**src/rtl/tdm_pkg.sv**
```systemverilog
// Shared TDM definitions: framing states, slot indices and counter operations.
// Used by both the transmit-side mux and the receive-side demux.
package tdm_pkg;

    typedef enum logic {
        ST_HUNT   = 1'b0,
        ST_LOCKED = 1'b1
    } tdm_state_t;

    typedef enum logic [1:0] {
        CTR_HOLD  = 2'd0,
        CTR_CLEAR = 2'd1,
        CTR_LOAD1 = 2'd2,
        CTR_INC   = 2'd3
    } ctr_op_t;

    localparam logic [1:0] SLOT_A = 2'd0;
    localparam logic [1:0] SLOT_B = 2'd1;
    localparam logic [1:0] SLOT_C = 2'd2;
    localparam logic [1:0] SLOT_D = 2'd3;

    localparam int NUM_SLOTS = 4;

endpackage

```
**src/rtl/tdm_slot_ctr.sv**
```systemverilog
// Two-bit TDM slot counter with clear, load-1, wrapping increment and hold.
module tdm_slot_ctr
    import tdm_pkg::*;
(
    input  logic       clk,
    input  logic       reset,
    input  ctr_op_t    op,
    output logic [1:0] slot
);

    always_ff @(posedge clk) begin
        if (reset) begin
            slot <= SLOT_A;
        end else begin
            unique case (op)
                CTR_CLEAR: slot <= SLOT_A;
                CTR_LOAD1: slot <= SLOT_B;
                CTR_INC:   slot <= slot + 2'd1;
                default:   slot <= slot;
            endcase
        end
    end

endmodule

```
**src/rtl/tdm_demux4.sv**
```systemverilog
// 1:4 TDM demux: stages slots 0..2, then publishes all four channels at frame end.
module tdm_demux4
    import tdm_pkg::*;
#(
    parameter int unsigned WIDTH = 1
) (
    input  logic             clk,
    input  logic             reset,
    input  logic [WIDTH-1:0] in_data,
    input  logic             in_valid,
    input  logic             frame_sync,
    output logic [WIDTH-1:0] out_a,
    output logic [WIDTH-1:0] out_b,
    output logic [WIDTH-1:0] out_c,
    output logic [WIDTH-1:0] out_d,
    output logic             frame_valid,
    output logic             locked,
    output logic [1:0]       slot,
    output logic             sync_err
);

    tdm_state_t state;
    tdm_state_t next_state;
    ctr_op_t    op;

    logic [WIDTH-1:0] stage_a;
    logic [WIDTH-1:0] stage_b;
    logic [WIDTH-1:0] stage_c;

    logic cap_a;
    logic cap_b;
    logic cap_c;
    logic done;
    logic err;

    tdm_slot_ctr u_ctr (
        .clk   (clk),
        .reset (reset),
        .op    (op),
        .slot  (slot)
    );

    always_ff @(posedge clk) begin
        if (reset) begin
            state <= ST_HUNT;
        end else begin
            state <= next_state;
        end
    end

    always_comb begin
        next_state = state;
        op         = CTR_HOLD;
        cap_a      = 1'b0;
        cap_b      = 1'b0;
        cap_c      = 1'b0;
        done       = 1'b0;
        err        = 1'b0;
        if (in_valid) begin
            unique case (state)
                ST_HUNT: begin
                    if (frame_sync) begin
                        cap_a      = 1'b1;
                        op         = CTR_LOAD1;
                        next_state = ST_LOCKED;
                    end
                end
                ST_LOCKED: begin
                    if (frame_sync) begin
                        // sync off slot 0 restarts the frame from this sample
                        cap_a = 1'b1;
                        op    = CTR_LOAD1;
                        err   = (slot != SLOT_A);
                    end else begin
                        unique case (slot)
                            SLOT_A: begin
                                err        = 1'b1;
                                op         = CTR_CLEAR;
                                next_state = ST_HUNT;
                            end
                            SLOT_B: begin
                                cap_b = 1'b1;
                                op    = CTR_INC;
                            end
                            SLOT_C: begin
                                cap_c = 1'b1;
                                op    = CTR_INC;
                            end
                            default: begin
                                done = 1'b1;
                                op   = CTR_INC;
                            end
                        endcase
                    end
                end
                default: next_state = ST_HUNT;
            endcase
        end
    end

    always_ff @(posedge clk) begin
        if (reset) begin
            stage_a     <= '0;
            stage_b     <= '0;
            stage_c     <= '0;
            out_a       <= '0;
            out_b       <= '0;
            out_c       <= '0;
            out_d       <= '0;
            frame_valid <= 1'b0;
            sync_err    <= 1'b0;
        end else begin
            frame_valid <= done;
            sync_err    <= err;
            if (cap_a) stage_a <= in_data;
            if (cap_b) stage_b <= in_data;
            if (cap_c) stage_c <= in_data;
            if (done) begin
                out_a <= stage_a;
                out_b <= stage_b;
                out_c <= stage_c;
                out_d <= in_data;
            end
        end
    end

    assign locked = (state == ST_LOCKED);

endmodule

```
**config.mk**
```make
export PLATFORM = sky130hd
export DESIGN_NAME = tdm_demux4
export DESIGN_NICKNAME = d
export VERILOG_FILES = /design/src/rtl/tdm_pkg.sv /design/src/rtl/tdm_slot_ctr.sv /design/src/rtl/tdm_demux4.sv
export SDC_FILE = /design/constraint.sdc
export NUM_CORES = 1
export LEC_CHECK = 0
export ABC_AREA = 0
export BUFFER_PORTS_ARGS = -buffer_cell sky130_fd_sc_hd__buf_2
export CORE_ASPECT_RATIO = 1.4
export CORE_MARGIN = 3
export CORE_UTILIZATION = 30
export CTS_BUF_LIST = sky130_fd_sc_hd__clkbuf_8
export DETAILED_ROUTE_END_ITERATION = 7
export SLEW_MARGIN = 0
export SYNTH_ARGS = -nofsm -noshare
export SYNTH_HDL_FRONTEND = slang
export SYNTH_SLANG_ARGS = --single-unit
```
**constraint.sdc**
```tcl
create_clock -name clk -period 2.1 [get_ports clk]
set_input_delay 0.21 -clock clk [delete_from_list [all_inputs] [get_ports clk]]
set_output_delay 0.21 -clock clk [all_outputs]
set_load 0.02 [all_outputs]
```
==> impl_metrics.py <==
metrics = {
    "detailed_routing": {
        "drt_iter0_markers": 4,
        "vias": 443,
        "drtPass1Iterations": 4,
        "drt-total-wl_mm": 1.07,
        "drcViolationCount": 0,
        "wl_per_cell_um": 12.0,
        "postRouteAntennaNets": 0,
        "drt-vias-per-instance": 4.98,
    },
    "placed_design": {
        "gp_congestion": 0.655,
        "dp_hpwl_um": 795,
        "place_area_um2": 643,
        "port_buffers": 13,
    },
    "power": {
        "leakage_uw": 0.000353,
        "power_uw": 484,
        "ir_worst_vdd_mv": 0.438,
        "power_density_nw_per_um2": 707,
    },
    "global_routing": {
        "grt_pass1_vias": 453,
        "gr-usage-all-layers": 0.0969,
        "antenna_found_initial": 0,
        "grt_pass1_wl_mm": 1.82,
        "grt_overflow_total": 0,
        "grt_max_degree": 13,
    },
    "critical_path": {
        "cp_top_family": "adder cells",
        "critPathBufInv": 1,
        "r2r-start": "u_ctr.slot[0]",
        "critPathCaptureType": "flip-flop",
        "cp_slowest_cell": "dfxtp_1",
        "path_cells": "inv_1, ha_1, ha_1, nor2b_1, a31o_1, a221oi_2",
        "path_class": "reg -> reg",
        "arrival_ns": 1.71,
        "r2r_end": "u_ctr.slot[0]",
        "reg2reg_depth": 6,
        "cp_common_cell": "ha_1",
        "start_kind": "flip-flop",
        "slowest_delay_ns": 0.41,
        "cp_max_fo": 6,
        "regToRegSetupSlack_ns": 0.54,
        "required_ns": 2.25,
    },
    "cts": {
        "cts_setup_buffers": 0,
        "insertion_delay_ns": 0.23,
        "cts_buffers": 3,
        "h-tree-depth": 1,
        "postCtsResizedCells": 0,
        "cts_buffer_depth": 2,
        "cts_tree": "built",
        "cts_hold_buffers": 0,
        "clkTransAtPathRegs_ns": 0.05,
        "cts_sinks": 12,
        "cts_root_buffer": "clkbuf_8",
    },
    "floorplan": {
        "design.die.area_um2": 2510,
        "start_util": 0.322,
        "die_w_um": 43.2,
        "rows": 18,
        "coreArea_um2": 1800,
        "io_pins": 14,
        "die_y_um": 58.1,
    },
    "finish": {
        "drive_gt1_frac": 0.290,
        "n_antenna_cell": 0,
        "areaGrowthSynthToFinish_pct": 17.9,
        "fillCellCount": 201,
        "fin_nets": 81,
        "multi_input_area_um2": 299,
        "final_area_um2": 684,
        "utilization": 0.380,
        "regArea_um2": 240,
    },
    "synthesis": {
        "synth_area_per_cell_um2": 10.2,
        "synth_nets": 67,
        "synth.top_cell.area_share": 0.414,
        "syn_area_um2": 581,
        "ys_warn_count": 0,
        "ys_seq_area_frac": 0.414,
        "synth_area_leader_cell": "dfxtp_1",
        "yosys.cell_types.count": 24,
        "ys_ff_latch": 12,
        "syn-instance-count": 57,
        "synth_area_leaders": "dfxtp_1 (41%), ha_1 (11%), mux2i_1 (10%)",
    },
    "flow_run": {
        "maxCapViolCount": 0,
    },
    "timing": {
        "fin_crit_sh": 0.742,
        "tns_ns": 0,
        "fmaxAchievable_ghz": 0.642,
        "fin_crit_ns": 1.56,
        "rsz0062_at_grt": "no",
        "finalClockSkew_ns": 0.00246,
        "slew_headroom": 0.721,
        "tightest_slew_ns": 0.418,
        "hold_ws_ns": 0.263,
        "finalHoldViolCount": 0,
        "finalMaxSlewViolations": 0,
        "setup_viol": 0,
    },
    "worst_hold_path": {
        "hold_path_depth": 3,
        "worstHoldStart": "in_data",
        "holdPathEnd": "stage_b",
        "hold_class": "in -> reg",
    },
    "status": {
        "status": "finished clean",
    },
}
-- cell usage after synthesis --
cell type	instances
a21oi_1	3
a221oi_2	1
a311oi_1	1
a31o_1	1
and3_2	1
and4bb_1	1
buf_2	1
buf_4	1
buf_6	1
clkbuf_1	1
dfxtp_1	12
ha_1	5
inv_1	2
inv_4	1
mux2i_1	6
nand2_1	4
nand3_1	1
nand4b_1	2
nand4b_4	1
nor2_1	7
nor2b_1	1
nor3_1	1
o21ai_0	1
o21ai_1	1
-- how the worst max path moves through the flow --
stage / startpoint / end / slack (ns) / depth (start not counted)
after floorplan: u_ctr.slot[0] / u_ctr.slot[0] / 0.49 / 6
after CTS: u_ctr.slot[0] / u_ctr.slot[0] / 0.55 / 6
after global placement: u_ctr.slot[0] / u_ctr.slot[1] / 0.60 / 6
after detailed placement: u_ctr.slot[0] / u_ctr.slot[1] / 0.56 / 6
final: u_ctr.slot[0] / u_ctr.slot[0] / 0.54 / 6
after global routing: u_ctr.slot[0] / u_ctr.slot[0] / 0.44 / 6
-- worst min-delay path: stages --
cell and delay, ns:
buf_2 0.11, mux2i_1 0.07, nor2_1 0.07
-- cell families (layout without fill, tap and decap cells) --
kind of cell               count (synthesis)  in the layout  synth area share
DFF                                       12             12             0.414
adders and majority gates                  5              5             0.108
AOI/OAI and AO/OA                          8              8            0.0991
muxes                                      6              6             0.103
buffers and inverters                      7             19            0.0711
and+or+nand+nor                           19             19             0.205
-- metrics by stage --
step	setup slack, ns	std cells
after floorplan	0.486	57
after global placement	0.602	86
after detailed placement	0.561	86
after CTS	0.549	89
after global routing	0.444	89
final	0.542	89
-- metal layers --
metal / vias to the layer above / GRT usage / routed length (µm)
li1: 222 / - / -
met1: 206 / 0.104 / 460
met2: 13 / 0.163 / 518
met3: 2 / 0.0342 / 81
met4: 0 / 0.0517 / 10
met5: - / 0 / 0
-- flip-flops by register name, indices dropped and copies added (netlist names) --
signal / count
stage_b: 1
locked: 1
sync_err: 1
out_b: 1
out_c: 1
frame_valid: 1
out_d: 1
stage_a: 1
stage_c: 1
out_a: 1
u_ctr.slot: 2
-- layout by cell type (no fill, tap or decap), types with 2 or more instances in the layout --
cell type,instances
dfxtp_1,12
mux2i_1,6
nand2_1,4
inv_1,2
a21oi_1,3
clkbuf_8,3
nand4b_1,2
buf_2,13
ha_1,5
nor2_1,7
-- final cells by class --
class / instances / share of cell area
multi-input cells: 38 / 0.437
flip-flops and latches: 12 / 0.351
repair buffers: 13 / 0.0951
clock buffers: 3 / 0.0603
well taps: 20 / 0.0366
inverters: 3 / 0.0201
-- power breakdown --
part           internal [µW]  switching [µW]
combinational           18.7            28.2
clock                    125            70.8
sequential               233            7.86
total                    377             107
Power figures use the tool's default switching activity.
